`src/rtl/gpio_pkg.sv`:
```
// rtl/gpio_pkg.sv - shared constants and helpers for the iomem GPIO block
// Purpose: register offsets (decoded from iomem_addr[5:2]), the maximum
//          pin-vector width and the byte-strobe expansion helper.
// Ports:   none (package).
package gpio_pkg;

  localparam int GPIO_MAX_W = 32;

  localparam logic [3:0] OFS_OUT     = 4'd0;
  localparam logic [3:0] OFS_OUT_SET = 4'd1;
  localparam logic [3:0] OFS_OUT_CLR = 4'd2;
  localparam logic [3:0] OFS_OUT_TGL = 4'd3;
  localparam logic [3:0] OFS_IN      = 4'd4;
  localparam logic [3:0] OFS_RISE    = 4'd5;
  localparam logic [3:0] OFS_FALL    = 4'd6;
  localparam logic [3:0] OFS_IRQ_EN  = 4'd7;
  localparam logic [3:0] OFS_RAW     = 4'd8;

  // Expand the four byte strobes into a 32-bit bit mask.
  function automatic logic [GPIO_MAX_W-1:0] byte_mask(input logic [3:0] wstrb);
    return {{8{wstrb[3]}}, {8{wstrb[2]}}, {8{wstrb[1]}}, {8{wstrb[0]}}};
  endfunction

endpackage

```
`src/rtl/gpio_debounce.sv`:
```
// rtl/gpio_debounce.sv - per-pin 2-flop synchroniser plus optional debounce filter
// Purpose: brings one asynchronous pin into the clk domain and produces the
//          debounced level. Build option GPIO_DEBOUNCE_EN enables the
//          DEB_CYCLES stability filter; without it the debounced level is
//          the synchronised level delayed by one register.
// Ports:   clk, reset (async, active-high), pin_in (async pin),
//          raw_out (synchronised level), deb_out (debounced level).
module gpio_debounce #(
  parameter int DEB_CYCLES = 1
) (
  input  logic clk,
  input  logic reset,
  input  logic pin_in,
  output logic raw_out,
  output logic deb_out
);

  logic meta_q, meta_d;
  logic sync_q, sync_d;
  logic deb_q, deb_d;

  always_comb begin
    meta_d = pin_in;
    sync_d = meta_q;
  end

  always_ff @(posedge clk or posedge reset) begin
    if (reset) begin
      meta_q <= 1'b0;
      sync_q <= 1'b0;
      deb_q  <= 1'b0;
    end else begin
      meta_q <= meta_d;
      sync_q <= sync_d;
      deb_q  <= deb_d;
    end
  end

`ifdef GPIO_DEBOUNCE_EN
  localparam int CW = $clog2(DEB_CYCLES + 1);
  localparam logic [CW-1:0] CNT_LAST = CW'(DEB_CYCLES - 1);

  logic [CW-1:0] cnt_q, cnt_d;

  // The counter only runs while the synchronised level disagrees with the
  // debounced one; any agreement (a bounce back) restarts it from zero.
  always_comb begin
    deb_d = deb_q;
    cnt_d = '0;
    if (sync_q != deb_q) begin
      if (cnt_q == CNT_LAST) begin
        deb_d = sync_q;
      end else begin
        cnt_d = cnt_q + CW'(1);
      end
    end
  end

  always_ff @(posedge clk or posedge reset) begin
    if (reset) begin
      cnt_q <= '0;
    end else begin
      cnt_q <= cnt_d;
    end
  end
`else
  localparam int unused_deb_cycles = DEB_CYCLES;

  always_comb begin
    deb_d = sync_q;
  end
`endif

  assign raw_out = sync_q;
  assign deb_out = deb_q;

endmodule

```
`src/rtl/iomem_gpio.sv`:
```
// rtl/iomem_gpio.sv - memory-mapped GPIO with debounced inputs and edge interrupts
// Purpose: iomem slave exposing OUT/SET/CLR/TGL output registers, debounced
//          and raw input views, sticky RISE/FALL edge flags and an IRQ enable.
//          Build option GPIO_DEBOUNCE_EN selects the debounce filter in
//          gpio_debounce.
// Ports:   clk, reset (async, active-high);
//          iomem_valid/iomem_ready handshake, iomem_wstrb (0 = read),
//          iomem_addr ([5:2] decoded), iomem_wdata, iomem_rdata;
//          gpio_in (async pins), gpio_out (output register), irq (level).
module iomem_gpio
  import gpio_pkg::*;
#(
  parameter int N_IN       = 8,
  parameter int N_OUT      = 16,
  parameter int DEB_CYCLES = 1000000
) (
  input  logic             clk,
  input  logic             reset,
  input  logic             iomem_valid,
  output logic             iomem_ready,
  input  logic [3:0]       iomem_wstrb,
  input  logic [31:0]      iomem_addr,
  input  logic [31:0]      iomem_wdata,
  output logic [31:0]      iomem_rdata,
  input  logic [N_IN-1:0]  gpio_in,
  output logic [N_OUT-1:0] gpio_out,
  output logic             irq
);

  logic [N_OUT-1:0] out_q, out_d;
  logic [N_IN-1:0]  rise_q, rise_d;
  logic [N_IN-1:0]  fall_q, fall_d;
  logic [N_IN-1:0]  irq_en_q, irq_en_d;
  logic [N_IN-1:0]  in_dly_q, in_dly_d;
  logic             ready_q, ready_d;
  logic             irq_q, irq_d;
  logic [31:0]      rdata_q, rdata_d;

  logic [N_IN-1:0]  raw;
  logic [N_IN-1:0]  in_now;
  logic [N_IN-1:0]  rise_set, fall_set, rise_clr, fall_clr;
  logic             ack, wr;
  logic [3:0]       ofs;
  logic [31:0]      wmask, wbits, rd;
  logic             unused_bits;

  assign unused_bits = ^{iomem_addr[31:6], iomem_addr[1:0], wmask, wbits};

  for (genvar i = 0; i < N_IN; i++) begin : g_in
    gpio_debounce #(
      .DEB_CYCLES(DEB_CYCLES)
    ) u_deb (
      .clk    (clk),
      .reset  (reset),
      .pin_in (gpio_in[i]),
      .raw_out(raw[i]),
      .deb_out(in_now[i])
    );
  end

  always_comb begin
    // An ack is only issued when ready is low, so a held valid is
    // acknowledged on alternate cycles.
    ack   = iomem_valid && !ready_q;
    wr    = ack && (iomem_wstrb != 4'b0000);
    ofs   = iomem_addr[5:2];
    wmask = byte_mask(iomem_wstrb);
    wbits = iomem_wdata & wmask;

    rise_set = in_now & ~in_dly_q;
    fall_set = ~in_now & in_dly_q;
    rise_clr = (wr && ofs == OFS_RISE) ? wbits[N_IN-1:0] : '0;
    fall_clr = (wr && ofs == OFS_FALL) ? wbits[N_IN-1:0] : '0;

    // Set is OR-ed after the clear so a coinciding edge survives the W1C.
    rise_d   = (rise_q & ~rise_clr) | rise_set;
    fall_d   = (fall_q & ~fall_clr) | fall_set;
    out_d    = out_q;
    irq_en_d = irq_en_q;
    in_dly_d = in_now;

    if (wr) begin
      case (ofs)
        OFS_OUT:     out_d = (out_q & ~wmask[N_OUT-1:0]) | wbits[N_OUT-1:0];
        OFS_OUT_SET: out_d = out_q | wbits[N_OUT-1:0];
        OFS_OUT_CLR: out_d = out_q & ~wbits[N_OUT-1:0];
        OFS_OUT_TGL: out_d = out_q ^ wbits[N_OUT-1:0];
        OFS_IRQ_EN:  irq_en_d = (irq_en_q & ~wmask[N_IN-1:0]) | wbits[N_IN-1:0];
        default:     ;
      endcase
    end

    case (ofs)
      OFS_OUT:    rd = 32'(out_q);
      OFS_IN:     rd = 32'(in_now);
      OFS_RISE:   rd = 32'(rise_q);
      OFS_FALL:   rd = 32'(fall_q);
      OFS_IRQ_EN: rd = 32'(irq_en_q);
      OFS_RAW:    rd = 32'(raw);
      default:    rd = '0;
    endcase

    ready_d = ack;
    rdata_d = ack ? rd : '0;
    irq_d   = |((rise_q | fall_q) & irq_en_q);
  end

  always_ff @(posedge clk or posedge reset) begin
    if (reset) begin
      out_q    <= '0;
      rise_q   <= '0;
      fall_q   <= '0;
      irq_en_q <= '0;
      in_dly_q <= '0;
      ready_q  <= 1'b0;
      irq_q    <= 1'b0;
      rdata_q  <= '0;
    end else begin
      out_q    <= out_d;
      rise_q   <= rise_d;
      fall_q   <= fall_d;
      irq_en_q <= irq_en_d;
      in_dly_q <= in_dly_d;
      ready_q  <= ready_d;
      irq_q    <= irq_d;
      rdata_q  <= rdata_d;
    end
  end

  assign gpio_out    = out_q;
  assign iomem_ready = ready_q;
  assign iomem_rdata = rdata_q;
  assign irq         = irq_q;

endmodule

```
`config.mk`:
```
export PLATFORM = sky130hd
export DESIGN_NAME = iomem_gpio
export DESIGN_NICKNAME = d
export VERILOG_FILES = /design/src/rtl/gpio_pkg.sv /design/src/rtl/gpio_debounce.sv /design/src/rtl/iomem_gpio.sv
export SDC_FILE = /design/constraint.sdc
export NUM_CORES = 1
export LEC_CHECK = 0
export CORE_MARGIN = 10
export CORE_UTILIZATION = 43
export CTS_BUF_LIST = sky130_fd_sc_hd__clkbuf_8 sky130_fd_sc_hd__clkbuf_16
export CTS_CLUSTER_SIZE = 24
export DETAILED_ROUTE_END_ITERATION = 12
export GPL_TIMING_DRIVEN = 0
export PLACE_DENSITY = 0.78
export SETUP_SLACK_MARGIN = 0.5
export SLEW_MARGIN = 20
export SYNTH_ARGS = -nofsm -noshare
export SYNTH_HDL_FRONTEND = slang
export SYNTH_HIERARCHICAL = 1
export SYNTH_SLANG_ARGS = --single-unit
```
`constraint.sdc`:
```
create_clock -name clk -period 2 [get_ports clk]
set_clock_uncertainty 0.1 [all_clocks]
set_input_delay 0.4 -clock clk [delete_from_list [all_inputs] [get_ports clk]]
set_output_delay 0.4 -clock clk [all_outputs]
set_load 0.01 [all_outputs]
```
==> results.md <==
- Status: completed
- Final min period: 1.63 ns
- Sequential area share after synthesis: 0.528
- Slowest CP cell: ha_1
- Core region area: 9730 sq um
- DRC violation total after the first TritonRoute iteration: 442
- Max incr delay on CP: 0.30 ns
- Hold Path Depth: 0
- Global-route wire length before repair: 21,000 microns
- WHS Endpoint: g_in[2].u_deb/raw_out
- Mean Syn Cell Area: 10.8 sq um
- Worst endpoint data arrival time: 1.82 ns
- Layout Nets: 623
- Gpl congestion: 0.891
- Die ar.: 14,300 sq um
- Max cap viols: 0
- CP startpoint kind: input pin
- Inst Count DP: 611
- Fin. Hold Viols: 0
- CP Data Required Time: 2.20 ns
- H-tree levels: 3
- TritonCTS clock tree: done
- CP Max Fanout: 10
- Largest cells by area after synthesis: dfrtp_1, o21ai_0, ha_1
- CTS max path bufs: 2
- Unrepaired setup endpoints after global routing: yes
- Crit end category: flop
- Hold_ws: 0.257 ns
- Synth top area share: 0.528
- Total grt overflow: 0
- Post-synth top area cell: dfrtp_1
- Hold buffer count at cts: 0
- Pleak: 2.79 nW
- Setup WS post-layout: 0.373 ns
- Total GRT Usage: 0.183
- Routed WL: 14,000 microns
- Die height: 120 microns
- Worst Hold Launch: g_in[2].u_deb/meta_q
- Number of antenna violations at the first check in global routing: 0
- Worst R2R Setup Slack: 0.39 ns
- I/O pin count: 129
- Post-route DRC: 0
- Distinct cells, synth: 37
- Antenna-violating nets left: 0
- Reg2Reg Capture Point: gpio_out[3]
- Mapped Cells: 395
- Pre-CTS WS: -0.702 ns
- TritonRoute pass-1 iters: 7
- Ys Warns: 6
- Fmax: 0.615 GHz
- Non-filler cells, final: 666
- Reg2reg start: gpio_out[3]
- Worst-path cell chain: buf_2 > buf_4 > nand2_2 > ha_1 > nand2_1 > o211ai_1 > and2_4 > a2bb2oi_2
- Layout cells sized above 1: 0.347
- # diodes: 0
- Yosys reg bits: 90
- Reg2Reg Depth: 6
- Site Rows: 36
- Peak supply drop: 543 uV
- PortBufs: 66
- Vias: 3,784
- Initial core utilization: 0.438
- Routed vias/inst: 5.68
- Die width: 120 microns
- Clock latency on the worst-skew pair: 0.37 ns
- Vias in the first global route: 3,900
- Slew @ Worst Pin: 0.574 ns
- Slew Viols, Final: 0
- Post-DP HPWL: 8740 microns
- Relative slew margins: 0.616
- Clock slew at reported path FFs: 0.08 ns
- Largest net degree at the start of global routing: 24
- Wirelength per Cell: 21.0 microns
- WS Path Type: in2reg
- Hold crit path type: reg2reg
- CTS root buf: clkbuf_8
- Layout area overhead: 39.6%
- Final Setup Violations: 0
- CTS buffer count: 9
- Period utilization: 0.813
- Pwr per Cell Area: 777 nW/um^2
- CTS sink count: 90
- Post-Syn Area: 4270 sq um
kinds of logic (layout without fill, tap and decap cells):
logic type	Yosys count	count (layout)	share of synthesized area
AO/OA/AOI/OAI	116	116	0.195
adder cells (fa/ha/maj)	16	16	0.0469
buffers and inverters	62	185	0.0774
flip-flops	90	90	0.528
multiplexers	16	16	0.0399
other	1	16	0.000879
AND/OR/NAND/NOR	94	94	0.112
routing by layer:
layer,GRT usage,vias up,part of all wire
li1,-,1642,-
met1,0.222,1843,0.39
met2,0.302,243,0.49
met3,0.0422,56,0.081
met4,0.0882,0,0.042
met5,0,-,0
cells in the mapped netlist (all sizes together):
| cell type | n |
|---|---|
| or2 | 1 |
| nand2 | 41 |
| a22o | 6 |
| mux2i | 8 |
| nand4 | 4 |
| nor4 | 1 |
| a222oi | 8 |
| clkbuf | 8 |
| a21boi | 8 |
| dfrtp | 90 |
| ha | 16 |
| nor3b | 1 |
| o21ai | 58 |
| and2 | 13 |
| o211ai | 16 |
| nor2b | 4 |
| or4 | 1 |
| nor3 | 1 |
| nor2 | 11 |
| buf | 28 |
| a2bb2oi | 8 |
| nand3 | 5 |
| inv | 26 |
| a32o | 7 |
| and3 | 11 |
| conb | 1 |
| a21o | 1 |
| a21oi | 3 |
| mux2 | 8 |
| o41ai | 1 |
flip-flops by register name, summed over array words and instances, names as in the netlist, named ones only:
signal,flops
g_in.u_deb/deb_out,8
gpio_out,16
g_in.u_deb/meta_q,8
irq,1
g_in.u_deb/raw_out,8
fall_q,8
iomem_ready,1
iomem_rdata,16
in_dly_q,8
rise_q,8
stage by stage:
stage,area (sq um),utilization,TNS [ns],power [W]
after floorplan,4420,-,0,0.00267
after global placement,5250,0.539,-55.49,0.00308
after global routing,5960,0.612,0,0.00483
after detailed placement,5300,0.544,-26.01,0.00314
final,5960,0.612,0,0.00462
after CTS,5910,0.607,0,0.00454
worst max-delay path: cells and delay by family:
kind | cells | cell delay [ns]
adder cells (fa/ha/maj) | 1 | 0.30
AO/OA/AOI/OAI | 2 | 0.29
buffers and inverters | 2 | 0.37
AND/OR/NAND/NOR | 3 | 0.46
cell type report:
type	instances	area [sq um]
Tap cell	133	166
Sequential cell	90	2250
Timing Repair Buffer	106	921
Buffer	36	342
Multi-Input combinational cell	258	1960
Timing Repair inverter	1	5.00
Clock buffer	9	124
Inverter	26	101
Fill cell	765	3770
Clock inverter	7	78.8
what timing repair did:
action,in CTS,in global routing
pin swaps,21,14
hold endpoints to repair,0,0
buffers inserted,32,4
gates resized for setup,179,59
cloned,3,0
setup endpoints to repair,113,66
placed cells by master (no fill, tap or decap), drive strengths merged, types with 4 or more instances in the layout:
cell type / n
and3: 11
buf: 88
inv: 28
o211ai: 16
conb: 16
clkbuf: 27
a21boi: 8
and2: 13
a32o: 7
nand4: 4
dlygate4sd2: 7
mux2: 8
ha: 16
dfrtp: 90
a22o: 6
clkdlybuf4s15: 10
nand3: 5
nor2: 11
a222oi: 8
clkdlybuf4s50: 17
mux2i: 8
o21ai: 58
nand2: 41
a2bb2oi: 8
nor2b: 4
worst max path at each step:
stage / startpoint / end / cells after the start
after detailed placement: iomem_addr[2] / gpio_out[3] / 6
after CTS: iomem_wstrb[3] / gpio_out[1] / 7
after floorplan: iomem_wstrb[1] / gpio_out[1] / 7
after global routing: gpio_out[5] / gpio_out[5] / 6
final: iomem_wstrb[0] / gpio_out[0] / 8
after global placement: iomem_addr[2] / gpio_out[6] / 6
power by group:
part           total (W)  switching, W  leakage [nW]  internal [W]
combinational    0.00124      0.000613          1.63      0.000631
clock            0.00128      0.000694         0.103      0.000591
sequential       0.00210      0.000115          1.06       0.00198
No activity file was read; power rests on OpenSTA's default activity.
